[config.mk]
export PLATFORM = sky130hd
export DESIGN_NAME = sram_mem_controller
export DESIGN_NICKNAME = d
export VERILOG_FILES = /design/src/rtl/sram_ctrl_pkg.sv /design/src/rtl/sram_wait_counter.sv /design/src/rtl/sram_mem_controller.sv
export SDC_FILE = /design/constraint.sdc
export NUM_CORES = 1
export LEC_CHECK = 0
export ABC_AREA = 0
export BUFFER_PORTS_ARGS = -buffer_cell sky130_fd_sc_hd__buf_2
export CAP_MARGIN = 20
export CELL_PAD_IN_SITES_DETAIL_PLACEMENT = 1
export CELL_PAD_IN_SITES_GLOBAL_PLACEMENT = 1
export CORE_MARGIN = 2
export CORE_UTILIZATION = 40
export CTS_CLUSTER_SIZE = 10
export DETAILED_ROUTE_END_ITERATION = 6
export GPL_TIMING_DRIVEN = 0
export PLACE_DENSITY_LB_ADDON = 0.05
export RECOVER_POWER = 50
export SLEW_MARGIN = 20
export SYNTH_ARGS = -nofsm -noshare
export SYNTH_HDL_FRONTEND = slang
export SYNTH_HIERARCHICAL = 1
export SYNTH_SLANG_ARGS = --single-unit
[constraint.sdc]
create_clock -name clk -period 3.5 [get_ports clk]
set_input_delay 0.35 -clock clk [delete_from_list [all_inputs] [get_ports clk]]
set_output_delay 0.35 -clock clk [all_outputs]
set_load 0.02 [all_outputs]
[src/rtl/sram_ctrl_pkg.sv]
// Shared definitions for the MEM-stage SRAM controller.
// Holds the controller state encoding, the half-word select encoding used as the
// SRAM address LSB, and the default configuration values.
package sram_ctrl_pkg;

    typedef enum logic [1:0] {
        StIdle = 2'd0,
        StLo   = 2'd1,
        StHi   = 2'd2,
        StDone = 2'd3
    } ctrl_state_e;

    // Half-word select; becomes the LSB of the SRAM half-word address.
    typedef enum logic {
        HalfLo = 1'b0,
        HalfHi = 1'b1
    } half_sel_e;

    localparam int unsigned DefBaseAddr   = 1024;
    localparam int unsigned DefWaitStates = 1;
    localparam int unsigned DefSramAw     = 18;

endpackage

[src/rtl/sram_wait_counter.sv]
// Wait-state counter for one SRAM half access.
// Counts 0..WAIT_STATES while enabled and then holds at the terminal value.
// Ports:
//   clk, rst       clock, asynchronous active-high reset
//   clear          synchronous clear (asserted on every controller state change)
//   en             count enable
//   terminal       count == WAIT_STATES (last cycle of the half access)
//   almost         count + 1 == WAIT_STATES (next cycle is the last, if not cleared)
module sram_wait_counter
    import sram_ctrl_pkg::*;
#(
    parameter int unsigned WAIT_STATES = DefWaitStates
) (
    input  logic clk,
    input  logic rst,
    input  logic clear,
    input  logic en,
    output logic terminal,
    output logic almost
);

    localparam logic [2:0] Last = 3'(WAIT_STATES);

    logic [2:0] count;

    always_ff @(posedge clk or posedge rst) begin
        if (rst) begin
            count <= '0;
        end else if (clear) begin
            count <= '0;
        end else if (en && !terminal) begin
            count <= count + 3'd1;
        end
    end

    assign terminal = (count == Last);
    assign almost   = (3'(count + 3'd1) == Last);

endmodule

[src/rtl/sram_mem_controller.sv]
// Multi-cycle controller between the MEM pipeline stage and a 16-bit asynchronous SRAM.
// Each 32-bit request is split into a low and a high half access, each held for
// WAIT_STATES+1 cycles. ready is low while a transaction is in flight.
// Optional feature: define SRAM_ALIGN_CHECK_EN to add the sticky 'misaligned' output.
// Ports:
//   clk, rst                         clock, asynchronous active-high reset
//   rd_en, wr_en                     MEM-stage read / write request (write wins)
//   address, write_data              byte address and store data
//   read_data                        load data, valid while ready=1 in DONE
//   ready                            0 = transaction in progress, freeze pipeline
//   sram_addr                        half-word address {word offset, half}
//   sram_dq_in/sram_dq_out/sram_dq_oe  SRAM data bus, split by direction
//   sram_we_n, sram_oe_n, sram_ce_n  active-low SRAM strobes
//   misaligned                       (SRAM_ALIGN_CHECK_EN only) sticky alignment flag
module sram_mem_controller
    import sram_ctrl_pkg::*;
#(
    parameter int unsigned BASE_ADDR   = DefBaseAddr,
    parameter int unsigned WAIT_STATES = DefWaitStates,
    parameter int unsigned SRAM_AW     = DefSramAw
) (
    input  logic               clk,
    input  logic               rst,
    input  logic               rd_en,
    input  logic               wr_en,
    input  logic [31:0]        address,
    input  logic [31:0]        write_data,
    output logic [31:0]        read_data,
    output logic               ready,
    output logic [SRAM_AW-1:0] sram_addr,
    input  logic [15:0]        sram_dq_in,
    output logic [15:0]        sram_dq_out,
    output logic               sram_dq_oe,
    output logic               sram_we_n,
    output logic               sram_oe_n,
    output logic               sram_ce_n
`ifdef SRAM_ALIGN_CHECK_EN
    ,
    output logic               misaligned
`endif
);

    localparam int unsigned OffW   = SRAM_AW - 1;
    localparam logic        NoWait = (WAIT_STATES == 0);

    ctrl_state_e     state_q, state_d;
    logic            op_write_q;
    logic [OffW-1:0] offset_q;
    logic [31:0]     wdata_q;
    logic [OffW-1:0] word_off;
    logic            req;
    logic            cnt_clear, cnt_en, cnt_term, cnt_almost;

    assign req = rd_en | wr_en;
    // Below-base addresses wrap; the truncated offset is used as-is.
    assign word_off = OffW'((address - 32'(BASE_ADDR)) >> 2);

    assign cnt_clear = (state_d != state_q);
    assign cnt_en    = (state_q == StLo) || (state_q == StHi);

    sram_wait_counter #(
        .WAIT_STATES (WAIT_STATES)
    ) u_wait_counter (
        .clk      (clk),
        .rst      (rst),
        .clear    (cnt_clear),
        .en       (cnt_en),
        .terminal (cnt_term),
        .almost   (cnt_almost)
    );

    always_comb begin
        state_d = state_q;
        ready   = 1'b0;
        unique case (state_q)
            StIdle: begin
                ready = ~req;
                if (req) state_d = StLo;
            end
            StLo:    if (cnt_term) state_d = StHi;
            StHi:    if (cnt_term) state_d = StDone;
            StDone: begin
                ready   = 1'b1;
                state_d = StIdle;
            end
            default: state_d = StIdle;
        endcase
    end

    // Strobes are registered for the state being entered, so they are
    // glitch-free and valid for the whole of each half access. we_n is
    // scheduled one cycle ahead so it lands on the last cycle of each half.
    always_ff @(posedge clk or posedge rst) begin
        if (rst) begin
            state_q     <= StIdle;
            op_write_q  <= 1'b0;
            offset_q    <= '0;
            wdata_q     <= '0;
            read_data   <= '0;
            sram_addr   <= '0;
            sram_dq_out <= '0;
            sram_dq_oe  <= 1'b0;
            sram_we_n   <= 1'b1;
            sram_oe_n   <= 1'b1;
            sram_ce_n   <= 1'b1;
`ifdef SRAM_ALIGN_CHECK_EN
            misaligned  <= 1'b0;
`endif
        end else begin
            state_q <= state_d;
            unique case (state_q)
                StIdle: begin
                    if (req) begin
                        op_write_q <= wr_en;
                        offset_q   <= word_off;
                        wdata_q    <= write_data;
                        sram_addr  <= {word_off, HalfLo};
                        sram_ce_n  <= 1'b0;
                        sram_oe_n  <= wr_en;
                        sram_dq_oe <= wr_en;
                        sram_we_n  <= ~(wr_en & NoWait);
                        if (wr_en) sram_dq_out <= write_data[15:0];
`ifdef SRAM_ALIGN_CHECK_EN
                        if (address[1:0] != 2'b00) misaligned <= 1'b1;
`endif
                    end
                end
                StLo: begin
                    if (cnt_term) begin
                        if (!op_write_q) read_data[15:0] <= sram_dq_in;
                        if (op_write_q) sram_dq_out <= wdata_q[31:16];
                        sram_addr <= {offset_q, HalfHi};
                        sram_we_n <= ~(op_write_q & NoWait);
                    end else begin
                        sram_we_n <= ~(op_write_q & cnt_almost);
                    end
                end
                StHi: begin
                    if (cnt_term) begin
                        if (!op_write_q) read_data[31:16] <= sram_dq_in;
                        sram_ce_n  <= 1'b1;
                        sram_oe_n  <= 1'b1;
                        sram_we_n  <= 1'b1;
                        sram_dq_oe <= 1'b0;
                    end else begin
                        sram_we_n <= ~(op_write_q & cnt_almost);
                    end
                end
                StDone: begin
                end
                default: begin
                end
            endcase
        end
    end

endmodule

# Word-level counts from Yosys, hierarchy flattened
# Index checks and enable logic that the tools add are counted.
totals:
  input_bits: 84
  memories: 0
  rom_bits: 0
  wordCells: 72
  ramBits: 0
  latch_bits: 0
  output_inout_bits: 71
  ff_bits: 125
classes:
  add_sub_neg: 2
  n_div: 0
  order_cmp: 0
  reduce_logical: 16
  mul: 0
  shift: 0
  eq_ne: 11
  n_bitwise: 5
  n_mux: 25
ops:
  columns: ["op", "count"]
  rows:
  - ["16-bit two-way mux", 4]
  - ["18-bit two-way mux", 2]
  - ["18-bit case mux with 2 select lines", 1]
  - ["16-bit case mux with 2 select lines", 1]
  - ["19-bit by 11-bit subtractor with 19-bit output, second input constant", 1]
  - ["3-bit AND reduction", 4]
  - ["1-bit case mux with 2 select lines", 5]
  - ["2-bit case mux with 4 select lines", 1]
  - ["2-bit nonzero test", 4]
  - ["3-bit by 1-bit == test with 1-bit output, second input constant", 2]
  - ["1-bit two-way mux", 6]
  - ["2-bit two-way mux", 3]
  - ["3-bit two-way mux", 2]
  - ["2-bit inequality test, second input constant", 3]
  - ["5-bit AND reduction", 1]
  - ["2-bit == test, second input constant", 2]
  - ["2-bit by 1-bit inequality test with 1-bit output, second input constant", 2]
  - ["2-bit AND reduction", 2]
  - ["3-bit by 1-bit adder with 3-bit output, second input constant", 1]
  - ["1-bit inverter", 3]
  - ["2-bit by 1-bit == test with 1-bit output, second input constant", 1]
  - ["2-bit zero test", 1]
  - ["2-bit inequality test", 1]
  - ["2-bit OR reduction", 1]
  - ["5 further kinds", 5]

# Longest topological paths before layout
# Gate-level depths: netlist of the first run.
depth:
  depth_word: 6
  depth_mapped: 10
  mapped_depth_nobuf: 9

# Modules after synthesis
# The synthesis of the first run kept the hierarchy.
modules_own_cells:
  columns: ["module", "area_per_inst_um2", "cells_each", "seq_area_each_um2", "instances"]
  rows:
  - ["sram_mem_controller", 4673.2, 379, 2656.3, 1]
  - ["sram_wait_counter", 232.7, 23, 75.1, 1]

# Worst setup path after synthesis of the first run
# OpenSTA, ideal clock, no wires.
synth_path:
  path_type: "register to register"
  from: "register u_wait_counter.count[0]"
  to: "register u_wait_counter.count[1]"
  path_buffers: 1
  synth_period_minus_slack_ps: 1992
  arrival_time_ps: 1913
  slack_ps: 1508
  t_required_ps: 3421
  stages_incl_launch_ff: 10
  cell_sequence: "dfrtp_1 -> ha_1 -> nor2b_4 -> buf_2 -> nor2b_1 -> nor3_1 -> mux2_2 -> a211o_1 -> nand2b_1 -> mux2i_1"
synth_between:
  elab_chain_cells: 5
  elab_cells_between_ends: 11
  classes_between: "add/sub: 1; eq/ne: 2; mux: 5; reduce/logical: 3"
synth_lines:
  columns: ["item", "line_no", "source"]
  rows:
  - ["start, declared", "sram_wait_counter.sv:24", "logic [2:0] count;"]
  - ["start signal, assigned", "sram_wait_counter.sv:32", "count <= count + 3'd1;"]
  - ["3-bit by 1-bit == test with 1-bit output (*)", "sram_wait_counter.sv:36", "assign terminal = (count == Last);"]
  - ["via cnt_term", "sram_mem_controller.sv:52", "logic cnt_clear, cnt_en, cnt_term, cnt_almost;"]
  - ["2-bit two-way mux (on tied branches)", "sram_mem_controller.sv:81, sram_mem_controller.sv:80", null]
  - ["2-bit case mux with 4 select lines (*)", "sram_mem_controller.sv:75", "unique case (state_q)"]
  - ["2-bit inequality test (*)", "sram_mem_controller.sv:58", "assign cnt_clear = (state_d != state_q);"]
  - ["via cnt_clear", "sram_mem_controller.sv:52", null]
  - ["3-bit two-way mux / 2-bit nonzero test (equally long branches)", null, null]
# The timed path passes the listed nets; every way through them passes the cells marked *. The select of a mux whose other input is x is not followed.
# A chain may end at the register's enable or synchronous reset.

# Worst setup path after layout of the first run
layout_path:
  from: "register state_q[1]"
  to: "output port ready"
layout_between:
  elab_chain_cells: 2
  elab_cells_between_ends: 3
  classes_between: "eq/ne: 1; mux: 1; reduce/logical: 1"
layout_lines:
  columns: ["item", "line_no", "source"]
  rows:
  - ["start, declared", "sram_mem_controller.sv:46", "ctrl_state_e state_q, state_d;"]
  - ["start signal, assigned", "sram_mem_controller.sv:95", "state_q <= StIdle;"]
  - ["start signal, assigned", "sram_mem_controller.sv:110", "state_q <= state_d;"]
  - ["2-bit == test / 2-bit zero test (equally long branches)", "sram_mem_controller.sv:75", null]
  - ["1-bit case mux with 2 select lines (*)", "sram_mem_controller.sv:75", null]
  - ["end, declared", "sram_mem_controller.sv:29", "output logic ready,"]
# Every way passes the cells marked *; elsewhere a longest branch is shown, timed or not.

==> results of run 1 <==
==> cells in the final DEF (no fill, tap or decap), drive strengths merged, types with 3 or more instances in the layout <==
cell    instances
nor2b           4
xnor2           6
buf            88
nand2b          4
dfstp           3
dfrtp         106
a21oi          26
inv            11
mux2i          27
nand2          31
clkinv          3
ha             10
nor2           34
clkbuf         84
mux2           60
nor3            3
o21ai          28
==> area by class of cell <==
class / count / area, um^2 / area share
flip-flops and latches: 109 / 2730 / 0.452
multi-input cells: 261 / 2010 / 0.332
repair buffers: 141 / 648 / 0.107
clock buffers: 11 / 243 / 0.0402
well taps: 147 / 184 / 0.0305
plain buffers: 21 / 128 / 0.0211
clock inverters: 5 / 57.6 / 0.00953
inverters: 11 / 42.5 / 0.00704
==> layer usage <==
layer / track usage / routed length [um]
met5: 0 / 0
met4: 0.0723 / 180
met3: 0.0401 / 620
met2: 0.317 / 5930
met1: 0.232 / 5150
==> worst max-delay path by stage <==
stage / startpoint / end / cells after the start
final: state_q[1] / ready / 7
after global routing: state_q[1] / u_wait_counter/count[1] / 9
after CTS: state_q[1] / ready / 7
after detailed placement: u_wait_counter/count[1] / sram_dq_out[2] / 8
after global placement: rst / wdata_q[19] / 2
after floorplan: rst / offset_q[0] / 1
==> sequential cells by signal, indices dropped and copies added (netlist names), 2 cells and up <==
register and cells:
read_data 32, sram_addr 18, offset_q 17, sram_dq_out 16, wdata_q 16, u_wait_counter/count 3, state_q 2
==> through the flow <==
stage                      util  hold slack [ps]  instance area [um^2]  setup WS [ps]
after global placement    0.482              239                  5790          -1020
final                     0.503              223                  6040           1210
after detailed placement  0.484              268                  5820           1190
after global routing      0.503              225                  6040           1020
after CTS                 0.510              214                  6130           1180
after floorplan               -              104                  4910            366
==> cell families (layout without fill, tap and decap cells) <==
logic type	after synthesis	count (layout)	synth area share
AO/OA/AOI/OAI	67	67	0.0854
XOR/XNOR	8	8	0.0143
adder cells (fa/ha/maj)	10	10	0.0255
buffers and inverters	32	189	0.0344
flip-flops	109	109	0.557
multiplexers	87	87	0.194
AND/OR/NAND/NOR	89	89	0.0900
==> where the power goes <==
group / switching, mW / internal [mW]
Combinational: 1.88 / 1.25
Sequential: 0.347 / 1.91
Clock: 0.458 / 0.576
==> critical path, delay by kind of cell, from the launching register on <==
| family | cells | cell delay [ps] |
|---|---|---|
| buffers and inverters | 3 | 480 |
| and+or+nand+nor | 3 | 480 |
| DFF | 1 | 450 |
| adders and majority gates | 1 | 190 |
==> impl_metrics.csv, run 1 <==
group,metric,value,unit
critical_path,crit_path_cell_trace,"inv_1, ha_1, buf_6, nor3b_4, nor2_1, nor2_1, buf_2",
hold_path,min_path_type,"primary input to flop",
status,violations,"max-capacitance violations, max-slew violations",
critical_path,crit_slowest_cell,"dfrtp_1",
pwr,p_leak,2.71,nW
sta,fin_crit_sh,0.654,
route,routed_via_density,5.06,
clock_tree,clockBufferDepth,2,
synth,syn-cell-area,0.00491,mm^2
clock_tree,cts_hold_buf,1,
floorplan,start_util,0.408,
sta,timing.fmax,437,MHz
clock_tree,htreeDepth,3,
hold_path,hold_path_end,"wdata_q[19]",
placed_design,port_buffers,139,
cells_and_area,fin_nets,648,
placed_design,dpl.hpwl,8780,um
sta,min_period,2290,ps
synth,postSynth.asyncResetShare,1.00,
critical_path,crit_fanout,10,
critical_path,cpPeakStageDelay,450,ps
floorplan,ios,155,
clock_tree,clock-sinks,109,
sta,slew_violations,46,
critical_path,critical_path_required,3150,ps
global_routing,grt_pass1_wl,18800,um
pwr,p_per_area,1060,mW/mm^2
synth,post_synth_most_frequent_cells,"dfrtp_1 (106), mux2_2 (59), nor2_1 (34), nand2_1 (29), mux2i_1 (27)",
route,wl_per_cell,16.8,um
critical_path,path_common_cell,"nor2_1",
clock_tree,cts-resized-gates,0,
route,dr.pass1.iters,4,
synth,synth_top_flop_cell,"dfrtp_1",
synth,syn_inst,402,
synth,synth.avg_cell_area,12.2,um^2
sta,finalClockSkew,6.81,ps
job,maxCapViolations,1,
clock_tree,clkSlewWorstSetupHoldPaths,70,ps
synth,ys_seq_elements,109,
synth,synth_area_leader_cell,"dfrtp_1",
status,outcome,"finished with violations",
critical_path,r2r-end,"read_data[4]",
synth,ys_seq_area_frac,0.557,
synth,synth_top_area_share,0.541,
sta,setup_viol,0,
floorplan,coreArea,0.0120,mm^2
synth,synth_edf_count,0,
route,ant_nets,0,
placed_design,place.gp.congestion,0.801,
floorplan,die_w,115,um
clock_tree,cts-root-buf,"clkbuf_16",
critical_path,cp-start-kind,"flop",
sta,finalSetupTns,0,ps
cells_and_area,fillers,1361,
floorplan,rows,40,
clock_tree,worstSkewPairLatency,350,ps
synth,yosys-top-cells-area,"dfrtp_1 (54%), mux2_2 (14%), mux2i_1 (5.5%)",
clock_tree,cts_tree,"built",
floorplan,die-area,0.0132,mm^2
route,drtIter0Drc,145,
route,vias,3569,
critical_path,r2r-start,"u_wait_counter/count[1]",
hold_path,holdPathStages,2,
critical_path,worstSetupEndpointType,"output port",
placed_design,dp_cells,689,
critical_path,reg2reg_depth,9,
sta,worst_pin_slew,2170,ps
route,totalWireLength,11900,um
critical_path,worst-r2r-setup-slack,1240,ps
cells_and_area,syn_to_final_growth,23.1,%
floorplan,die_height,115,um
critical_path,worstSetupPathType,"flop to output port",
cells_and_area,antennaDiodeCount,0,
global_routing,grt_pass1_vias,3799,
sta,finalHoldViolCount,0,
hold_path,hold_start,"write_data[19]",
clock_tree,numCtsBuffers,9,
critical_path,arrival,1940,ps
synth,synth.distinct_cells,46,
pwr,total_power,6.42,mW
sta,slew_headroom,-0.456,
global_routing,antenna_found_initial,0,
synth,yosys_warnings,6,
global_routing,grt_max_degree,62,
sta,rsz0062_at_grt,"no",
cells_and_area,instances_no_fill,706,
route,drc,0,
pwr,irDropWorstVdd,0.000337,V
global_routing,grt_remaining_overflow,0,
synth,synth_most_common_cell,"dfrtp_1",
global_routing,grt_usage,0.186,
synth,synth_fp_nets,496,
cells_and_area,drive_gt1_frac,0.336,
clock_tree,cts_setup_buffers,0,
Note: power is estimated with default switching activity, not from simulation.
==> run 2: changes to the inputs <==
--- a/config.mk
+++ b/config.mk
@@ -5,13 +5,13 @@
 export SDC_FILE = /design/constraint.sdc
 export NUM_CORES = 1
 export LEC_CHECK = 0
-export ABC_AREA = 0
+export ABC_AREA = 1
 export BUFFER_PORTS_ARGS = -buffer_cell sky130_fd_sc_hd__buf_2
 export CAP_MARGIN = 20
 export CELL_PAD_IN_SITES_DETAIL_PLACEMENT = 1
 export CELL_PAD_IN_SITES_GLOBAL_PLACEMENT = 1
 export CORE_MARGIN = 2
-export CORE_UTILIZATION = 40
+export CORE_UTILIZATION = 33
 export CTS_CLUSTER_SIZE = 10
 export DETAILED_ROUTE_END_ITERATION = 6
 export GPL_TIMING_DRIVEN = 0
==> constraint.sdc (replaced) <==
create_clock -name clk -period 1.92 [get_ports clk]
set_input_delay 0.192 -clock clk [delete_from_list [all_inputs] [get_ports clk]]
set_output_delay 0.192 -clock clk [all_outputs]
set_load 0.02 [all_outputs]
==> impl_metrics.csv, run 2 <==
group,metric,value,unit
status,outcome,"finished, final reports clean",
clock_tree,clockBufferDepth,2,
clock_tree,htreeDepth,3,
pwr,p_int,6.18,mW
placed_design,place.gp.congestion,0.836,
clock_tree,clock-sinks,109,
critical_path,path_delay_family,"flip-flops",
sta,layout_setup_ws,83.9,ps
cells_and_area,regMostFlops,"read_data",
route,drtIter0Drc,191,
critical_path,path_common_cell,"nor2_1",
sta,finalHoldViolCount,0,
cells_and_area,syn_to_final_growth,25.5,%
sta,holdWs,33.8,ps
placed_design,postPlaceCellArea,0.00607,mm^2
global_routing,grt_pass1_vias,4790,
synth,synth_top_area_share,0.527,
cells_and_area,final_util,0.421,
cells_and_area,mostFrequentLayoutCell,"nand2_1",
placed_design,dpl.hpwl,11400,um
sta,finalSetupTns,0,ps
synth,ys_seq_area_frac,0.542,
floorplan,rows,45,
route,ant_nets,0,
sta,min_period,1840,ps
pwr,swShare,0.482,
floorplan,start_util,0.335,
synth,postSynth.asyncResetShare,1.00,
synth,synth_edf_count,0,
cells_and_area,largest_register_ffs,32,
critical_path,worstSetupPathType,"flop to output port",
global_routing,grt_usage,0.190,
floorplan,ios,155,
cells_and_area,design_area,0.00632,mm^2
clock_tree,cts_tree,"built",
critical_path,cp-start-kind,"flop",
job,maxCapViolations,0,
pwr,pwr-share-seq,0.339,
synth,synth_area_leader_cell,"dfrtp_1",
cells_and_area,antennaDiodeCount,0,
sta,slew_headroom,0.312,
critical_path,worst-path-buf-inv,3,
synth,synth.distinct_cells,25,
sta,worst_pin_slew,1030,ps
global_routing,grt_max_degree,26,
cells_and_area,fillers,1882,
sta,slew_violations,0,
hold_path,min_path_type,"primary input to flop",
clock_tree,worstSkewPairLatency,360,ps
pwr,combPwrFrac,0.509,
synth,synth_top_flop_cell,"dfrtp_1",
pwr,irDropWorstVdd,0.000725,V
cells_and_area,layout_common_cells,"nand2_1 (280), dfrtp_1 (104), buf_2 (83), o21ai_0 (74), clkbuf_1 (73)",
route,drc,0,
critical_path,crit_path_cell_trace,"inv_4, ha_4, nand2_2, inv_2, nor2_1, nor2_1, buf_2",
critical_path,worstSetupEndpointType,"output port",
sta,setup_viol,0,
cells_and_area,multi_input_area,0.00198,mm^2
cells_and_area,instances_no_fill,984,
synth,syn-cell-area,0.00504,mm^2
pwr,p_per_area,1890,mW/mm^2
clock_tree,numCtsBuffers,9,
sta,fin_crit_sh,0.956,
synth,synth.avg_cell_area,7.93,um^2
critical_path,critical_path_required,1730,ps
synth,yosys-top-cells-area,"dfrtp_1 (53%), nand2_1 (21%), o21ai_0 (7.5%)",
sta,finalClockSkew,10.7,ps
route,wl_per_cell,15.3,um
floorplan,die_w,128,um
clock_tree,clkSlewWorstSetupHoldPaths,80,ps
cells_and_area,seqCellArea,0.00273,mm^2
route,dr.pass1.iters,4,
global_routing,grt_pass1_wl,24300,um
synth,syn_inst,635,
synth,post_synth_most_frequent_cells,"nand2_1 (282), dfrtp_1 (106), o21ai_0 (75), inv_1 (55), nor2_1 (31)",
pwr,p_leak,3.39,nW
route,routed_via_density,4.61,
route,vias,4540,
pwr,p_switching,5.74,mW
synth,synth_fp_nets,729,
placed_design,port_buffers,139,
critical_path,arrival,1640,ps
global_routing,antenna_found_initial,1,
synth,ys_seq_elements,109,
critical_path,crit_slowest_cell,"dfrtp_2",
cells_and_area,drive_gt1_frac,0.176,
critical_path,crit_fanout,7,
critical_path,cpPeakStageDelay,470,ps
pwr,pwr-share-clk,0.153,
synth,synth_most_common_cell,"nand2_1",
floorplan,die_height,128,um
cells_and_area,fin_nets,885,
placed_design,place_ws,-51.7,ps
pwr,total_power,11.9,mW
placed_design,dp_cells,966,
floorplan,coreArea,0.0150,mm^2
sta,timing.fmax,545,MHz
synth,yosys_warnings,6,
cells_and_area,top_regs,"read_data (32), sram_addr (18), offset_q (17)",
route,totalWireLength,15000,um
floorplan,die-area,0.0163,mm^2
clock_tree,cts-root-buf,"clkbuf_16",
global_routing,grt_remaining_overflow,0,
==> run 2: power groups by stage <==
stage,clock network (mW),registers (mW),logic [mW]
after floorplan,0,4.76,3.32
after global placement,0,3.98,6.02
after detailed placement,0,4.04,6.24
after CTS,1.88,4.02,6.34
after global routing,1.96,4.17,6.90
final,1.82,4.04,6.06
==> run 2: cell families (layout without fill, tap and decap cells) <==
family | Yosys count | after routing | share of synthesized area
AOI/OAI and AO/OA | 87 | 87 | 0.0931
xor gates and xnor gates | 2 | 2 | 0.00348
adders and majority gates | 10 | 10 | 0.0248
buffers and inverters | 86 | 247 | 0.0720
DFF | 109 | 109 | 0.542
and+or+nand+nor | 341 | 341 | 0.264
==> run 2: cell type report <==
type / instances / area share
inverter: 60 / 0.0366
clock inverter: 6 / 0.00891
sequential: 109 / 0.432
clock buffer: 10 / 0.0362
tap: 188 / 0.0372
buffer: 26 / 0.0230
multi-input combinational: 440 / 0.313
timing repair buffer: 145 / 0.112
==> run 2: worst min-delay path, cell delays in order <==
cell and delay (ps):
buf_2 80, nand2_1 40, nand2_1 40
==> run 2: metal layers <==
metal	vias up	track usage	wire length, um
li1	2273	-	-
met1	2167	0.237	6690
met2	88	0.329	7460
met3	12	0.0498	682
met4	0	0.0478	173
met5	-	0	0
==> run 2: final timing paths <==
path / end / startpoint / slack, ps / depth (start not counted)
max: ready / state_q[0] / 80 / 7
min: wdata_q[30] / write_data[30] / 30 / 3
max reg2reg: u_wait_counter/count[0] / u_wait_counter/count[1] / 170 / 14
min reg2reg: sram_ce_n / sram_ce_n / 460 / 2
max in group asynchronous: sram_dq_out[5] / rst / 330 / 5
min in group asynchronous: u_wait_counter/count[0] / rst / 250 / 3
==> run 2: timing repair <==
item	4_1_cts	5_1_grt
hold buffers	1	0
setup buffers	0	1
gates resized for setup	10	13
endpoints found under the setup margin	36	39
endpoints found under the hold margin	20	0
